`config.mk`:
```
export PLATFORM = sky130hd
export DESIGN_NAME = uart_rx_ctrl
export DESIGN_NICKNAME = d
export VERILOG_FILES = /design/src/rtl/uart_pkg.sv /design/src/rtl/byte_fifo.sv /design/src/rtl/uart_rx_ctrl.sv
export SDC_FILE = /design/constraint.sdc
export NUM_CORES = 1
export LEC_CHECK = 0
export ABC_AREA = 1
export CAP_MARGIN = 5
export CORE_MARGIN = 1.5
export CORE_UTILIZATION = 36
export DETAILED_ROUTE_END_ITERATION = 10
export GPL_ROUTABILITY_DRIVEN = 1
export SYNTH_ARGS = -nofsm -noshare
export SYNTH_HDL_FRONTEND = slang
export SYNTH_SLANG_ARGS = --single-unit
```
`constraint.sdc`:
```
create_clock -name clk -period 3.05 [get_ports clk]
set_input_delay 0.4575 -clock clk [delete_from_list [all_inputs] [get_ports clk]]
set_output_delay 0.4575 -clock clk [all_outputs]
set_load 0.005 [all_outputs]
```
`src/rtl/uart_pkg.sv`:
```
`default_nettype none
// ----------------------------------------------------------------------------
// uart_pkg : receiver register map, status bit positions and controller states
// Rev 1.0
// ----------------------------------------------------------------------------
package uart_pkg;

   localparam logic [31:0] ADDR_DATA = 32'h0000_0000;
   localparam logic [31:0] ADDR_DIV  = 32'h0000_0004;
   localparam logic [31:0] ADDR_STAT = 32'h0000_0008;

   localparam int STAT_PEND_BIT = 0;
   localparam int STAT_BUSY_BIT = 1;

   typedef enum logic [2:0] {
      START    = 3'd0,
      CFG_DIV  = 3'd1,
      CFG_CLR  = 3'd2,
      POLL_REQ = 3'd3,
      POLL_CHK = 3'd4,
      READ_REQ = 3'd5,
      READ_CAP = 3'd6,
      CLEAR    = 3'd7
   } state_t;

   // A byte may only be fetched once the receiver has finished shifting it in.
   function automatic logic byte_ready(input logic [31:0] status);
      return status[STAT_PEND_BIT] & ~status[STAT_BUSY_BIT];
   endfunction

endpackage
`default_nettype wire

```
`src/rtl/byte_fifo.sv`:
```
`default_nettype none
// ----------------------------------------------------------------------------
// byte_fifo : power-of-two depth byte FIFO with combinational head and drop flag
// Rev 1.0
// ----------------------------------------------------------------------------
module byte_fifo #(
   parameter int DEPTH = 8
) (
   input  logic                     clk,
   input  logic                     rst_n,
   input  logic                     push,
   input  logic [7:0]               push_data,
   input  logic                     pop,
   output logic [7:0]               head,
   output logic                     full,
   output logic                     empty,
   output logic                     drop,
   output logic [$clog2(DEPTH):0]   level
);

   localparam int AW = $clog2(DEPTH);

   logic [7:0]    mem [DEPTH];
   logic [AW-1:0] wr_ptr;
   logic [AW-1:0] rd_ptr;
   logic [AW:0]   count;
   logic          do_push;
   logic          do_pop;

   assign full    = (count == (AW+1)'(DEPTH));
   assign empty   = (count == '0);
   assign do_pop  = pop & ~empty;
   // A pop in the same cycle frees the slot the incoming byte needs.
   assign do_push = push & (~full | do_pop);
   assign drop    = push & ~do_push;
   assign head    = mem[rd_ptr];
   assign level   = count;

   always_ff @(posedge clk) begin
      if (do_push) begin
         mem[wr_ptr] <= push_data;
      end
   end

   always_ff @(posedge clk or negedge rst_n) begin
      if (!rst_n) begin
         wr_ptr <= '0;
         rd_ptr <= '0;
         count  <= '0;
      end else begin
         if (do_push) begin
            wr_ptr <= wr_ptr + 1'b1;
         end
         if (do_pop) begin
            rd_ptr <= rd_ptr + 1'b1;
         end
         case ({do_push, do_pop})
            2'b10:   count <= count + (AW+1)'(1);
            2'b01:   count <= count - (AW+1)'(1);
            default: count <= count;
         endcase
      end
   end

endmodule
`default_nettype wire

```
`src/rtl/uart_rx_ctrl.sv`:
```
`default_nettype none
// ----------------------------------------------------------------------------
// uart_rx_ctrl : configures and polls a UART receiver, buffering bytes in a FIFO
// Rev 1.0
// ----------------------------------------------------------------------------
module uart_rx_ctrl
   import uart_pkg::*;
#(
   parameter logic [31:0] CLK_DIV = 32'd8,
   parameter int          DEPTH   = 8
) (
   input  logic                     clk,
   input  logic                     rst_n,
   output logic                     uart_wen,
   output logic [31:0]              uart_addr,
   output logic [31:0]              uart_wdata,
   input  logic [31:0]              uart_rdata,
   output logic [7:0]               m_data,
   output logic                     m_valid,
   input  logic                     m_ready,
   output logic [$clog2(DEPTH):0]   level,
   output logic                     overflow,
   input  logic                     ovf_clr
);

   state_t state;
   logic   push;
   logic   fifo_full;
   logic   fifo_empty;
   logic   fifo_drop;
   logic   unused_bits;

   always_ff @(posedge clk or negedge rst_n) begin
      if (!rst_n) begin
         state <= START;
      end else begin
         case (state)
            START:    state <= CFG_DIV;
            CFG_DIV:  state <= CFG_CLR;
            CFG_CLR:  state <= POLL_REQ;
            POLL_REQ: state <= POLL_CHK;
            POLL_CHK: state <= byte_ready(uart_rdata) ? READ_REQ : POLL_REQ;
            READ_REQ: state <= READ_CAP;
            READ_CAP: state <= CLEAR;
            CLEAR:    state <= POLL_REQ;
            default:  state <= START;
         endcase
      end
   end

   always_comb begin
      uart_wen   = 1'b0;
      uart_addr  = 32'h0;
      uart_wdata = 32'h0;
      case (state)
         CFG_DIV: begin
            uart_wen   = 1'b1;
            uart_addr  = ADDR_DIV;
            uart_wdata = CLK_DIV;
         end
         CFG_CLR, CLEAR: begin
            uart_wen   = 1'b1;
            uart_addr  = ADDR_STAT;
         end
         POLL_REQ, POLL_CHK: begin
            uart_addr  = ADDR_STAT;
         end
         READ_REQ, READ_CAP: begin
            uart_addr  = ADDR_DATA;
         end
         default: begin
            uart_wen   = 1'b0;
         end
      endcase
   end

   // The data read issued in READ_REQ returns during READ_CAP.
   assign push = (state == READ_CAP);

   byte_fifo #(
      .DEPTH (DEPTH)
   ) u_fifo (
      .clk       (clk),
      .rst_n     (rst_n),
      .push      (push),
      .push_data (uart_rdata[7:0]),
      .pop       (m_ready),
      .head      (m_data),
      .full      (fifo_full),
      .empty     (fifo_empty),
      .drop      (fifo_drop),
      .level     (level)
   );

   assign m_valid = ~fifo_empty;

   // A drop in the same cycle as a clear request keeps the flag set.
   always_ff @(posedge clk or negedge rst_n) begin
      if (!rst_n) begin
         overflow <= 1'b0;
      end else if (fifo_drop) begin
         overflow <= 1'b1;
      end else if (ovf_clr) begin
         overflow <= 1'b0;
      end
   end

   assign unused_bits = &{1'b0, uart_rdata[31:8], fifo_full};

endmodule
`default_nettype wire

```
# ---- Yosys cells after proc, flatten, opt, wreduce, memory -nomap -nowiden
# Memories as Yosys holds them, arrays and structs flattened.
# Cells that the tools add are included.
dict set report word_totals {
  regBits 14
  ram_bits 64
  out_inout_bits 79
  mem_count 1
}
dict set report classes {
  add_sub_neg 4
  eq_ne 10
  n_mux 10
  n_bitwise 9
  reduce_logical 7
}
# name depth word_bits read_ports rd_clocked_by_memory_dff write_ports line
set memory_table {}
lappend memory_table {u_fifo.mem 8 8 1 0 1 byte_fifo.sv:23} ;# logic [7:0] mem [DEPTH];
# operator n
set op_table {}
lappend op_table {{case mux 3 bit (7 select lines)} 1}
lappend op_table {{case mux 4 bit (2 select lines)} 2}
lappend op_table {{equality test 3 bit (second input constant)} 4}
lappend op_table {{adder 3 x 1 -> 3 bit (second input constant)} 2}
lappend op_table {{equality test 3 x 2 -> 1 bit (second input constant)} 2}
lappend op_table {{2-to-1 mux 1 bit} 5}
lappend op_table {{adder 4 x 1 -> 4 bit (second input constant)} 1}
lappend op_table {{AND 1 bit} 4}
lappend op_table {{equality test 4 bit (second input constant)} 1}
lappend op_table {{zero test 4 bit} 1}
lappend op_table {{2-to-1 mux 4 bit} 1}
lappend op_table {{NOT 1 bit} 4}
lappend op_table {{nonzero test 2 bit} 2}
lappend op_table {{OR reduction 4 bit} 1}
lappend op_table {{subtractor 4 x 1 -> 4 bit (second input constant)} 1}
lappend op_table {{equality test 3 x 1 -> 1 bit (second input constant)} 1}
lappend op_table {{zero test 3 bit} 1}
lappend op_table {{2-to-1 mux 3 bit} 1}
lappend op_table {{OR reduction 3 bit} 1}
lappend op_table {{equality test 2 x 1 -> 1 bit (second input constant)} 1}
lappend op_table {{equality test 2 bit (second input constant)} 1}
lappend op_table {{OR reduction 2 bit} 1}
lappend op_table {{bitwise OR 1 bit} 1}

# ---- Logic depth before layout (Yosys ltp)
dict set report depth {
  word_depth 8
  ltp_mapped 13
}

# ---- Cells and area by module
# A second synthesis with hierarchy kept.
dict set report hier_totals {
  hier_cells 352
  hier_area_um2 3829.9
}
# module instances cells_per_inst area_each_um2
set by_module_without_submodules {}
lappend by_module_without_submodules {byte_fifo 1 256 3126.7}
lappend by_module_without_submodules {uart_rx_ctrl 1 96 703.2}

# ---- Worst setup path before layout
# Ideal clock, no wire load.
dict set report synth_path {
  kind {reg-to-reg}
  startpoint {register state[0]}
  endpoint {memory u_fifo.mem[1][0], enable pin}
  t_arrival_ns 1.502
  t_required_ns 2.667
  path_slack_ns 1.165
  path_stages_with_launch 8
  synth_period_minus_slack_ns 1.885
  path_cell_list {dfrtp_1 inv_1 nand3_2 inv_2 nand2_2 inv_1 nand2_1 nor3_1}
}
dict set report synth_via {
  elab_chain_cells 4
}
# item line
set synth_lines {}
lappend synth_lines {{start: declaration} uart_rx_ctrl.sv:26} ;# state_t state;
lappend synth_lines {{start signal: assignment} uart_rx_ctrl.sv:42} ;# POLL_CHK: state <= byte_ready(uart_rdata) ? READ_REQ : POLL_REQ;
lappend synth_lines {{equality test 3 bit} uart_rx_ctrl.sv:78} ;# assign push = (state == READ_CAP);
lappend synth_lines {{AND 1 bit} byte_fifo.sv:34} ;# assign do_push = push & (~full | do_pop);
lappend synth_lines {{2-to-1 mux 1 bit} byte_fifo.sv:40} ;# if (do_push) begin
lappend synth_lines {{2-to-1 mux 1 bit (implied by the code)} byte_fifo.sv:41} ;# mem[wr_ptr] <= push_data;
lappend synth_lines {{end: declaration} byte_fifo.sv:23}
# No other way between the ends.

# ---- Final worst setup path
dict set report layout_path {
  startpoint {register u_fifo.rd_ptr[0]}
  endpoint {output port m_data[6]}
}
dict set report layout_via {
  elab_chain_cells 1
}
# item line
set layout_lines {}
lappend layout_lines {{start: declaration} byte_fifo.sv:25} ;# logic [AW-1:0] rd_ptr;
lappend layout_lines {{start signal: assignment} byte_fifo.sv:55} ;# rd_ptr <= rd_ptr + 1'b1;
lappend layout_lines {{memory read (8 x 8 bit)} --}
lappend layout_lines {{end: declaration} uart_rx_ctrl.sv:18} ;# output logic [7:0] m_data,
# No other way between the ends.

==> results.yml <==
timing:
  fin_crit_sh: 0.8492
  finalSetupViolCount: 0
  finalMaxSlewViolations: 0
  skew_ns: 0.007160
  finalSetupTns_ns: 0
  rsz0062_at_grt: "no"
  worst_slew_pin_slew_ns: 0.6141
  max_freq_mhz: 386.1
  finalCriticalPeriod_ns: 2.590
  slew_headroom: 0.5893
  hold_viol_final: 0
floorplanning:
  die_w_um: 105.4
  dieArea_um2: 11100
  initial_core_util: 0.3686
  core.rowCount: 37
  io_pins: 115
  core_area_um2: 10230
  die_h_um: 105.4
yosys:
  synth_common_cells: "64 x edfxtp_1, 63 x buf_4, 44 x nand2_1"
  yosys_warnings: 0
  ys_top_cells_by_area: "edfxtp_1 51%, buf_4 13%, dfrtp_1 9.3%"
  synthArstFlopShare: 0.1795
  ys_ff_latch: 78
  synth_top_area_share: 0.5096
  yosysMostFrequentCell: "edfxtp_1"
  synth_flop_cell: "edfxtp_1"
  synthCells: 343
  netlist_area_um2: 3771
  yosysSeqAreaShare: 0.6025
  avgSynthCellArea_um2: 10.99
  yosys.area.top_type: "edfxtp_1"
  synth_edf_count: 64
  synth.distinct_cells: 31
clock_network:
  clk_pin_slew_ns: 0.08
  cts_made_buffers: 9
  hold_buffers: 0
  postCtsResizedCells: 0
  cts_max_path_buffers: 2
  post_cts_buffers: 0
  h-tree-depth: 3
  cts_root_buf: "clkbuf_8"
  cts_tree: "built"
  clock-sinks: 78
  clkLatencyLatePin_ns: 0.34
final_layout:
  area_growth_pct: 12.01
  diodes: 0
  drive_gt1_frac: 0.09536
  final_nets: 425
  fin_area_um2: 4224
  final_util: 0.4129
placed_design:
  dpl_cell_area_um2: 4036
  gp_congestion: 0.7260
  dpl.hpwl_mm: 4.313
  port_buffers: 29
worst_setup_path:
  end_kind: "primary output"
  crit_chain: "buf_4, nor2_1, nor2_1, o21ai_0, o21ai_0, nand2_1, nand2_1, clkdlybuf4s50_1"
  r2r_slack_ns: 1.11
  critical-path-max-stage-delay_ns: 0.52
  critPathArrivalTime_ns: 2.13
  worstReg2RegStart: "u_fifo.level[0]$_DFFE_PN0P_"
  cp.required_ns: 2.59
  crit_buf_inv: 2
  worstRegToRegCells: 13
  critPathMaxFanout: 32
  cp_top_family: "buffers and inverters"
  slowest_stage: "clkdlybuf4s50_1"
  reg2reg_to: "u_fifo.level[3]$_DFFE_PN0P_"
  path_class: "flop to primary output"
  cp-start-kind: "flop"
routing:
  m1WireLength_mm: 2.936
  drc: 0
  wl_per_cell_um: 12.64
  wl_met3_um: 349
  highest-signal-layer: "met4"
  num_vias: 2326
  dr.pass1.iters: 4
  via_per_inst: 4.439
  met2_length_mm: 3.175
  drt_iter0_drc: 109
  ant_nets: 0
  drt-total-wl_mm: 6.621
status:
  outcome: "completed"
grt:
  grtUsageTotal: 0.1261
  antenna_found_initial: 0
  grt_max_degree: 35
  grt_overflow: 0
  grt_pass1_wl_mm: 10.49
  grt_pass1_vias: 2069
power:
  cellLeakagePower_nw: 1.703
  cellPowerDensity_nw_per_um2: 869.4
  ir_worst_vdd_mv: 0.3043
worst_hold_path:
  hp-class: "primary input to asynchronous set/reset pin"
run:
  cap_violations: 0
cells by family after synthesis:
logic type / after synthesis / share of synthesized area
AO/OA/AOI/OAI: 50 / 0.07100
XOR/XNOR: 5 / 0.01161
adder cells (fa/ha/maj): 5 / 0.01858
buffers and inverters: 88 / 0.1523
flip-flops: 78 / 0.6025
multiplexers: 9 / 0.02422
other: 1 / 0.0009944
AND/OR/NAND/NOR: 107 / 0.1188
flip-flops by register name, summed over array words and instances (netlist names):
name and flops:
overflow 1, state 3, u_fifo.level 4, u_fifo.mem 64, u_fifo.rd_ptr 3, u_fifo.wr_ptr 3
cell usage in the layout (no fill, tap or decap), types with 2 or more instances in the layout:
cell and instances:
nand3_1 10, edfxtp_1 64, xor2_1 3, inv_1 15, buf_4 12, nand2_2 4
clkbuf_8 9, conb_1 61, xnor2_1 2, mux2i_1 8, a21oi_1 3, nor2_1 43
o21ai_1 3, nand2_1 44, ha_1 4, o22ai_1 9, dfrtp_1 14, o21ai_0 33
clkdlybuf4s50_1 29
layout make-up:
class / instances / area (µm²)
clock buffers: 10 / 127.6
clock inverters: 5 / 60.06
inverters: 17 / 63.81
repair buffers: 41 / 380.4
fillers: 978 / 6007
multi-input cells: 237 / 1150
flip-flops and latches: 78 / 2272
well taps: 136 / 170.2
worst max path at each step:
stage                                       startpoint                          to  slack, ns  cells after the start
after floorplan                     state[0]$_DFF_PN0_  u_fifo.mem[1][0]$_DFFE_PP_       1.17                      7
after global placement                         m_ready  u_fifo.mem[6][6]$_DFFE_PP_       0.70                      7
after detailed placement                       m_ready  u_fifo.mem[6][5]$_DFFE_PP_       0.67                      7
after CTS                 u_fifo.rd_ptr[2]$_DFFE_PN0P_                   m_data[6]       0.42                      4
after global routing      u_fifo.rd_ptr[0]$_DFFE_PN0P_                   m_data[0]       0.25                      8
final                     u_fifo.rd_ptr[0]$_DFFE_PN0P_                   m_data[6]       0.46                      8
per-stage QoR:
step / power (mW) / instances / hold WS, ns / setup slack (ns)
detailed placement: 2.978 / 509 / 0.4967 / 0.6704
CTS: 3.720 / 524 / 0.5074 / 0.4243
finish: 3.672 / 524 / 0.4928 / 0.4600
global route: 3.961 / 524 / 0.5341 / 0.2548
global placement: 2.931 / 509 / 0.4815 / 0.7024
floorplan: 2.423 / 403 / 0.1619 / 1.165
where the power goes:
part           internal (mW)  leakage (nW)  switching (mW)
Sequential              1.31         0.742           0.140
Combinational          0.680         0.868           0.807
Clock                  0.377        0.0927           0.363
routing by layer:
layer / vias up / global-route usage
met5: - / 0
met4: 0 / 0.05969
met3: 12 / 0.03278
met2: 93 / 0.1993
met1: 1098 / 0.1615
li1: 1123 / -
No activity file was read; power rests on OpenSTA's default activity.
